[config.mk]
export PLATFORM = sky130hd
export DESIGN_NAME = csr_rmw_legalizer_flat
export DESIGN_NICKNAME = d
export VERILOG_FILES = /design/src/rtl/csr_rmw_legalizer_if.sv /design/src/rtl/csr_rmw_legalizer.sv /design/src/flat_wrapper.sv
export SDC_FILE = /design/constraint.sdc
export NUM_CORES = 1
export LEC_CHECK = 0
export BUFFER_PORTS_ARGS = -buffer_cell sky130_fd_sc_hd__buf_4
export CAP_MARGIN = 20
export CORE_MARGIN = 3
export CORE_UTILIZATION = 35
export DETAILED_ROUTE_END_ITERATION = 7
export GPL_TIMING_DRIVEN = 0
export PLACE_DENSITY = 0.67
export SYNTH_ARGS = -nofsm -noshare
export SYNTH_HDL_FRONTEND = slang
export SYNTH_SLANG_ARGS = --single-unit
export TNS_END_PERCENT = 20
[constraint.sdc]
create_clock -name i_clk -period 4.5 [get_ports i_clk]
set_clock_uncertainty 0.2 [all_clocks]
set_input_delay 0.225 -clock i_clk [delete_from_list [all_inputs] [get_ports i_clk]]
set_output_delay 0.225 -clock i_clk [all_outputs]
set_load 0.05 [all_outputs]
[src/rtl/csr_rmw_legalizer_if.sv]
// Request/response and CSR-file bus for csr_rmw_legalizer.
// The master side is the pipeline plus CSR file; the slave side is the legalizer.
interface csr_rmw_legalizer_if #(
    parameter int W = 64
);
    logic         i_req_valid;
    logic         o_req_ready;
    logic [2:0]   i_funct3;
    logic [11:0]  i_csr_addr;
    logic [W-1:0] i_src;
    logic         i_src_nz;
    logic         i_flush;
    logic [11:0]  o_csr_rd_addr;
    logic [W-1:0] i_csr_rd_data;
    logic         o_csr_we;
    logic [11:0]  o_csr_wr_addr;
    logic [W-1:0] o_csr_wr_data;
    logic         o_rsp_valid;
    logic         i_rsp_ready;
    logic [W-1:0] o_rsp_rdata;
    logic         o_rsp_illegal;
    logic [31:0]  o_write_count;

    modport master (
        output i_req_valid, i_funct3, i_csr_addr, i_src, i_src_nz, i_flush,
               i_csr_rd_data, i_rsp_ready,
        input  o_req_ready, o_csr_rd_addr, o_csr_we, o_csr_wr_addr, o_csr_wr_data,
               o_rsp_valid, o_rsp_rdata, o_rsp_illegal, o_write_count
    );

    modport slave (
        input  i_req_valid, i_funct3, i_csr_addr, i_src, i_src_nz, i_flush,
               i_csr_rd_data, i_rsp_ready,
        output o_req_ready, o_csr_rd_addr, o_csr_we, o_csr_wr_addr, o_csr_wr_data,
               o_rsp_valid, o_rsp_rdata, o_rsp_illegal, o_write_count
    );
endinterface

[src/rtl/csr_rmw_legalizer.sv]
// Zicsr read-modify-write sequencer with WARL/WPRI legalization (IDLE/READ/WRITE/RESP).
// Optional completed-write counter enabled by defining CSR_WRITE_COUNTER_EN.
module csr_rmw_legalizer #(
    parameter logic [1:0]  XLEN                 = 2'b10,
    parameter int          PMP_COUNT            = 16,
    parameter logic [25:0] SUPPORTED_EXTENSIONS = 26'h0000100
) (
    input  logic               i_clk,
    input  logic               i_rst,
    csr_rmw_legalizer_if.slave bus
);
    localparam int W = 1 << (int'(XLEN) + 4);

    localparam logic [1:0] IDLE  = 2'b00;
    localparam logic [1:0] READ  = 2'b01;
    localparam logic [1:0] WRITE = 2'b10;
    localparam logic [1:0] RESP  = 2'b11;

    localparam logic [11:0] CSR_MSTATUS  = 12'h300;
    localparam logic [11:0] CSR_MISA     = 12'h301;
    localparam logic [11:0] CSR_MTVEC    = 12'h305;
    localparam logic [11:0] CSR_MSTATUSH = 12'h310;
    localparam logic [11:0] CSR_MENVCFGH = 12'h31A;
    localparam logic [11:0] CSR_MCAUSE   = 12'h342;
    localparam logic [11:0] CSR_MSECCFGH = 12'h757;

    // Set bits take the new value, clear bits preserve the old (WPRI) value.
    localparam logic [W-1:0] MSTATUS_WMASK  = (W == 64) ? W'(64'h8000_07FF_01FF_FFFE)
                                                        : W'(64'h0000_0000_81FF_FFFE);
    localparam logic [W-1:0] MSTATUSH_WMASK = W'(64'h0000_0000_0000_07F0);

    function automatic logic is_pmpaddr(input logic [11:0] addr);
        return addr[11:4] == 8'h3B;
    endfunction

    function automatic logic pmp_unimpl(input logic [11:0] addr);
        return is_pmpaddr(addr) && (int'(addr[3:0]) >= PMP_COUNT);
    endfunction

    function automatic logic is_high_half(input logic [11:0] addr);
        return (addr == CSR_MSTATUSH) || (addr == CSR_MENVCFGH) || (addr == CSR_MSECCFGH);
    endfunction

    function automatic logic [W-1:0] read_legalize(input logic [11:0] addr,
                                                   input logic [W-1:0] d);
        logic [W-1:0] r;
        r = d;
        if (addr == CSR_MISA) begin
            r = '0;
            r[W-1:W-2] = (d[W-1:W-2] == 2'b01 || d[W-1:W-2] == 2'b10) ? d[W-1:W-2] : 2'b01;
            r[25:0] = d[25:0] & SUPPORTED_EXTENSIONS;
        end else if (addr == CSR_MTVEC) begin
            if (d[1]) r[1:0] = 2'b00;
        end else if (addr == CSR_MCAUSE) begin
            if (!((~|d[W-2:4]) && (d[3:0] inside {4'd0, 4'd2, 4'd4, 4'd5, 4'd6, 4'd7, 4'd11})))
                r[W-2:0] = '0;
        end else if (is_high_half(addr)) begin
            if (W == 64) r = '0;
        end else if (pmp_unimpl(addr)) begin
            r = '0;
        end
        return r;
    endfunction

    function automatic logic [W-1:0] write_legalize(input logic [11:0] addr,
                                                    input logic [W-1:0] nv,
                                                    input logic [W-1:0] old);
        logic [W-1:0] r;
        r = nv;
        if (addr == CSR_MSTATUS) begin
            r = (nv & MSTATUS_WMASK) | (old & ~MSTATUS_WMASK);
        end else if (addr == CSR_MSTATUSH) begin
            if (W == 32) r = (nv & MSTATUSH_WMASK) | (old & ~MSTATUSH_WMASK);
        end else if (addr == CSR_MTVEC) begin
            if (nv[1]) r[1:0] = 2'b00;
        end else if (is_pmpaddr(addr)) begin
            r[1:0] = old[1:0];
        end
        return r;
    endfunction

    // Writes silently dropped without flagging the access illegal.
    function automatic logic write_blocked(input logic [11:0] addr);
        return (addr == CSR_MISA) || (is_high_half(addr) && W == 64) || pmp_unimpl(addr);
    endfunction

    logic [1:0]   state;
    logic [2:0]   funct3_r;
    logic [11:0]  addr_r;
    logic [W-1:0] src_r;
    logic         src_nz_r;
    logic         we_ok_r;
    logic         illegal_r;
    logic [W-1:0] wr_data_r;
    logic [11:0]  wr_addr_r;
    logic [W-1:0] rsp_rdata_r;

    logic [W-1:0] old_legal;
    logic [W-1:0] new_raw;
    logic         wen;
    logic         illegal;
    logic         accept;
    logic         csr_we;

    always_comb begin
        old_legal = read_legalize(addr_r, bus.i_csr_rd_data);
        case (funct3_r[1:0])
            2'b10:   new_raw = old_legal | src_r;
            2'b11:   new_raw = old_legal & ~src_r;
            default: new_raw = src_r;
        endcase
        wen     = (funct3_r[1:0] == 2'b01) ? 1'b1 : src_nz_r;
        illegal = (funct3_r == 3'b000) || (funct3_r == 3'b100) ||
                  (wen && addr_r[11:10] == 2'b11);
    end

    assign accept = (state == IDLE) && bus.i_req_valid && !bus.i_flush;
    // Gated by reset so a reset landing on WRITE never reaches the CSR file.
    assign csr_we = (state == WRITE) && we_ok_r && !i_rst;

    // Request capture stage (data only, no reset needed)
    always_ff @(posedge i_clk) begin
        if (accept) begin
            funct3_r <= bus.i_funct3;
            src_r    <= bus.i_src;
            src_nz_r <= bus.i_src_nz;
        end
    end

    // Sequencer and result registers
    always_ff @(posedge i_clk) begin
        if (i_rst) begin
            state       <= IDLE;
            addr_r      <= '0;
            we_ok_r     <= 1'b0;
            illegal_r   <= 1'b0;
            wr_data_r   <= '0;
            wr_addr_r   <= '0;
            rsp_rdata_r <= '0;
        end else begin
            case (state)
                IDLE: begin
                    if (accept) begin
                        addr_r <= bus.i_csr_addr;
                        state  <= READ;
                    end
                end
                READ: begin
                    if (bus.i_flush) begin
                        state <= IDLE;
                    end else begin
                        we_ok_r     <= wen && !illegal && !write_blocked(addr_r);
                        illegal_r   <= illegal;
                        wr_data_r   <= write_legalize(addr_r, new_raw, bus.i_csr_rd_data);
                        wr_addr_r   <= addr_r;
                        rsp_rdata_r <= illegal ? '0 : old_legal;
                        state       <= WRITE;
                    end
                end
                WRITE: state <= RESP;
                RESP: begin
                    if (bus.i_rsp_ready) state <= IDLE;
                end
                default: state <= IDLE;
            endcase
        end
    end

    assign bus.o_req_ready   = (state == IDLE) && !bus.i_flush;
    assign bus.o_csr_rd_addr = addr_r;
    assign bus.o_csr_we      = csr_we;
    assign bus.o_csr_wr_addr = wr_addr_r;
    assign bus.o_csr_wr_data = wr_data_r;
    assign bus.o_rsp_valid   = (state == RESP);
    assign bus.o_rsp_rdata   = rsp_rdata_r;
    assign bus.o_rsp_illegal = illegal_r;

`ifdef CSR_WRITE_COUNTER_EN
    logic [31:0] write_count_r;

    always_ff @(posedge i_clk) begin
        if (i_rst) begin
            write_count_r <= '0;
        end else if (csr_we && write_count_r != 32'hFFFF_FFFF) begin
            write_count_r <= write_count_r + 32'd1;
        end
    end

    assign bus.o_write_count = write_count_r;
`else
    assign bus.o_write_count = 32'd0;
`endif
endmodule

[src/flat_wrapper.sv]
// flat-port wrapper written by rule: the top's interface ports become plain ports
module csr_rmw_legalizer_flat 
#(
    parameter logic [1:0]  XLEN                 = 2'b10,
    parameter int          PMP_COUNT            = 16,
    parameter logic [25:0] SUPPORTED_EXTENSIONS = 26'h0000100
)
  (i_clk, i_rst, bus_i_req_valid, bus_i_funct3, bus_i_csr_addr, bus_i_src, bus_i_src_nz, bus_i_flush, bus_i_csr_rd_data, bus_i_rsp_ready, bus_o_req_ready, bus_o_csr_rd_addr, bus_o_csr_we, bus_o_csr_wr_addr, bus_o_csr_wr_data, bus_o_rsp_valid, bus_o_rsp_rdata, bus_o_rsp_illegal, bus_o_write_count);
  csr_rmw_legalizer_if #(.W(64)) bus_i ();
  input  logic i_clk;
  input  logic i_rst;
  input wire logic [$bits(bus_i.i_req_valid)-1:0] bus_i_req_valid;
  input wire logic [$bits(bus_i.i_funct3)-1:0] bus_i_funct3;
  input wire logic [$bits(bus_i.i_csr_addr)-1:0] bus_i_csr_addr;
  input wire logic [$bits(bus_i.i_src)-1:0] bus_i_src;
  input wire logic [$bits(bus_i.i_src_nz)-1:0] bus_i_src_nz;
  input wire logic [$bits(bus_i.i_flush)-1:0] bus_i_flush;
  input wire logic [$bits(bus_i.i_csr_rd_data)-1:0] bus_i_csr_rd_data;
  input wire logic [$bits(bus_i.i_rsp_ready)-1:0] bus_i_rsp_ready;
  output wire logic [$bits(bus_i.o_req_ready)-1:0] bus_o_req_ready;
  output wire logic [$bits(bus_i.o_csr_rd_addr)-1:0] bus_o_csr_rd_addr;
  output wire logic [$bits(bus_i.o_csr_we)-1:0] bus_o_csr_we;
  output wire logic [$bits(bus_i.o_csr_wr_addr)-1:0] bus_o_csr_wr_addr;
  output wire logic [$bits(bus_i.o_csr_wr_data)-1:0] bus_o_csr_wr_data;
  output wire logic [$bits(bus_i.o_rsp_valid)-1:0] bus_o_rsp_valid;
  output wire logic [$bits(bus_i.o_rsp_rdata)-1:0] bus_o_rsp_rdata;
  output wire logic [$bits(bus_i.o_rsp_illegal)-1:0] bus_o_rsp_illegal;
  output wire logic [$bits(bus_i.o_write_count)-1:0] bus_o_write_count;
  assign bus_i.i_req_valid = bus_i_req_valid;
  assign bus_i.i_funct3 = bus_i_funct3;
  assign bus_i.i_csr_addr = bus_i_csr_addr;
  assign bus_i.i_src = bus_i_src;
  assign bus_i.i_src_nz = bus_i_src_nz;
  assign bus_i.i_flush = bus_i_flush;
  assign bus_i.i_csr_rd_data = bus_i_csr_rd_data;
  assign bus_i.i_rsp_ready = bus_i_rsp_ready;
  assign bus_o_req_ready = bus_i.o_req_ready;
  assign bus_o_csr_rd_addr = bus_i.o_csr_rd_addr;
  assign bus_o_csr_we = bus_i.o_csr_we;
  assign bus_o_csr_wr_addr = bus_i.o_csr_wr_addr;
  assign bus_o_csr_wr_data = bus_i.o_csr_wr_data;
  assign bus_o_rsp_valid = bus_i.o_rsp_valid;
  assign bus_o_rsp_rdata = bus_i.o_rsp_rdata;
  assign bus_o_rsp_illegal = bus_i.o_rsp_illegal;
  assign bus_o_write_count = bus_i.o_write_count;
  csr_rmw_legalizer #(.XLEN(XLEN), .PMP_COUNT(PMP_COUNT), .SUPPORTED_EXTENSIONS(SUPPORTED_EXTENSIONS)) u_core (.i_clk(i_clk), .i_rst(i_rst), .bus(bus_i));
endmodule
==> reports/qor.csv <==
metric,value,unit
status,finished clean,
ios,337,
hold_path_class,input port to flip-flop,
synth-compound-area-share,18.1,%
ys_top_cells_by_area,"dfxtp_1, edfxtp_1, nand3_1",
drt_iter0_markers,997,
finish.net_count,1741,
synth_seq_cells,223,
slowest_stage,a211oi_2,
hpwlAfterDp,29.1,mm
synth_simple_gate_area_share,21.6,%
antenna_found_initial,2,
final_antenna_net_count,0,
final_cell_mix,"buf_4, dfxtp_1, nand2_1, dlygate4sd3_1, nand3_1",
dr.pass1.iters,7,
yosysWarnings,0,
finalCriticalPeriod,3300,ps
start_util,36.0,%
synth_top_area_share,31.8,%
clkTransAtPathRegs,60,ps
path_cells,clkbuf_1 > nor3_1 > and4_1 > a211oi_2 > buf_2 > buf_1 > nand3_1 > o21ai_1,
htree_levels,1,
dieArea,30100,sq um
gp_congestion,0.850,
finalWirelength,41.1,mm
synth_edf_count,67,
grt_use_total,26.1,%
synth.cell_area,9820,sq um
rsz0062_at_grt,false,
period_share,73.2,%
max_slew.worst_pin.slew,926,ps
cap_violations,0,
clk_path_buf_depth,3,
num_rows,60,
yosysSeqAreaShare,52.3,%
critPathKind,flip-flop to flip-flop,
timing.fmax,303,MHz
setup_violations,0,
die_y,174,um
fillers,2446,
drive_gt1_share,25.2,%
slew-limit-headroom,37.9,%
cts_made_buffers,25,
grt-ovfl-total,0,
cp-start-kind,flip-flop,
slowest_delay,690,ps
synthAdderAreaFrac,0,%
cts_tree,yes,
layout_setup_ws,1200,ps
finalMaxSlewViolations,0,
layout-area-overhead-vs-synth,53.5,%
synth_mux_area_share,0.217,%
final_common_cell,buf_4,
cts_resized,0,
async_reset_ff_share,0,%
power_density,344,nW/um^2
worst_setup_path_end_kind,flip-flop,
synth.avg_cell_area,9.10,sq um
yosys.area.top_type,dfxtp_1,
vias_per_cell,5.41,
dp_slack,1290,ps
synth_cell_types,51,
required,4740,ps
hold_viol,0,
wl_per_cell,20.7,um
grt_pass1_wl,62.5,mm
synth_cells,1080,
dieWidth,174,um
arrival,3540,ps
fin_tns_setup,0,ps
core-area,27300,sq um
synth_top_family_by_area,simple AND/OR/NAND/NOR gates,
grt_pass1_vias,10800,
cp_max_fo,10,
cellLeakagePower,6.10,nW
place.port_buffers,302,
clk_latency,520,ps
synthXorXnorAreaFrac,0.0892,%
cts.sinks,223,
grt_max_degree,42,
drc_errors,0,
worst_ir_drop_vdd,0.232,mV
cts_root_buf,clkbuf_16,
vias,10700,
synth_flop_cell,dfxtp_1,
power by group:
group	switching (mW)	total (mW)	internal, mW
Clock	0.840	2.16	1.32
Combinational	0.500	0.821	0.321
Sequential	0.0515	2.20	2.15
Total	1.39	5.18	3.79
kinds of logic after synthesis:
logic type / Yosys count
AO/OA/AOI/OAI: 266
flip-flops: 223
XOR/XNOR: 1
other: 1
multiplexers: 2
AND/OR/NAND/NOR: 427
buffers and inverters: 160
cell type report:
class	count	area (sq um)	share of cell area [%]
inverter	37	139	0.921
sequential	223	5130	34.1
multi-input combinational	728	4050	26.9
antenna	2	5.00	0.0332
buffer	123	622	4.13
clock inverter	10	158	1.05
tap	372	465	3.09
clock buffer	35	703	4.66
timing repair buffer	454	3800	25.2
timing repair:
action,CTS,global route
buffers inserted,0,0
endpoints found under the hold margin,208,0
hold buffers,150,0
synthesized netlist by cell type, drive strengths merged, types with 2 or more instances:
library cell    n
dfxtp         156
nand2         150
nand3         118
o21ai          94
edfxtp         67
clkbuf         65
a21oi          62
buf            58
nor2           44
inv            37
and3           33
o2111ai        33
o32ai          33
nor3b          28
a311o          27
nor4           18
nor3           10
nand4           9
a211oi          4
a31oi           4
a21o            2
a32oi           2
and4            2
nand4bb         2
o21a            2
or2             2
or4             2
stage by stage:
stage          area, sq um  hold slack, ps  instances  utilization (%)  total power, mW
5_1_grt              15100             150       1984             55.3             5.36
2_1_floorplan         9940             124       1111                -             2.65
4_1_cts              15100            73.2       1982             55.3             5.21
3_5_place_dp         12700             205       1787             46.6             2.95
3_3_place_gp         12700             204       1785             46.5             2.94
6_report             15100            90.6       1984             55.3             5.18
worst paths after layout:
path | from | slack (ps) | cells past startpoint | endpoint
setup / recovery | u_core.bus.o_csr_rd_addr[2] | 1200 | 8 | u_core.bus.o_csr_wr_data[58]
hold / removal | bus_i_flush | 90 | 5 | u_core.bus.o_csr_wr_data[8]
setup reg to reg | u_core.bus.o_csr_rd_addr[2] | 1200 | 8 | u_core.bus.o_csr_wr_data[58]
hold reg to reg | u_core.bus.o_rsp_rdata[6] | 240 | 2 | u_core.bus.o_rsp_rdata[6]
flip-flops by register name, summed over array words and instances, names as in the netlist, named ones only:
register and flops:
u_core.src_r 64, u_core.bus.o_rsp_rdata 64, u_core.bus.o_csr_wr_addr 12, u_core.funct3_r 2, u_core.state 1, u_core.bus.o_csr_rd_addr 12, u_core.src_nz_r 1, u_core.bus.o_csr_wr_data 64
u_core.bus.o_rsp_illegal 1, u_core.we_ok_r 1
metal layers:
| layer | up-vias | global-route usage (%) | routed length (um) |
|---|---|---|---|
| li1 | 4943 | - | - |
| met1 | 5128 | 33.2 | 16600 |
| met2 | 567 | 44.1 | 19600 |
| met3 | 88 | 5.61 | 3510 |
| met4 | 0 | 8.58 | 1290 |
| met5 | - | 0 | 0 |
worst max-delay path, delay by kind of cell (launching register included):
family / cells / cell delay, ps
AOI/OAI and AO/OA: 2 / 850
and+or+nand+nor: 3 / 530
DFF: 1 / 340
buffers and inverters: 3 / 1290
(Power assumes the default switching activity.)
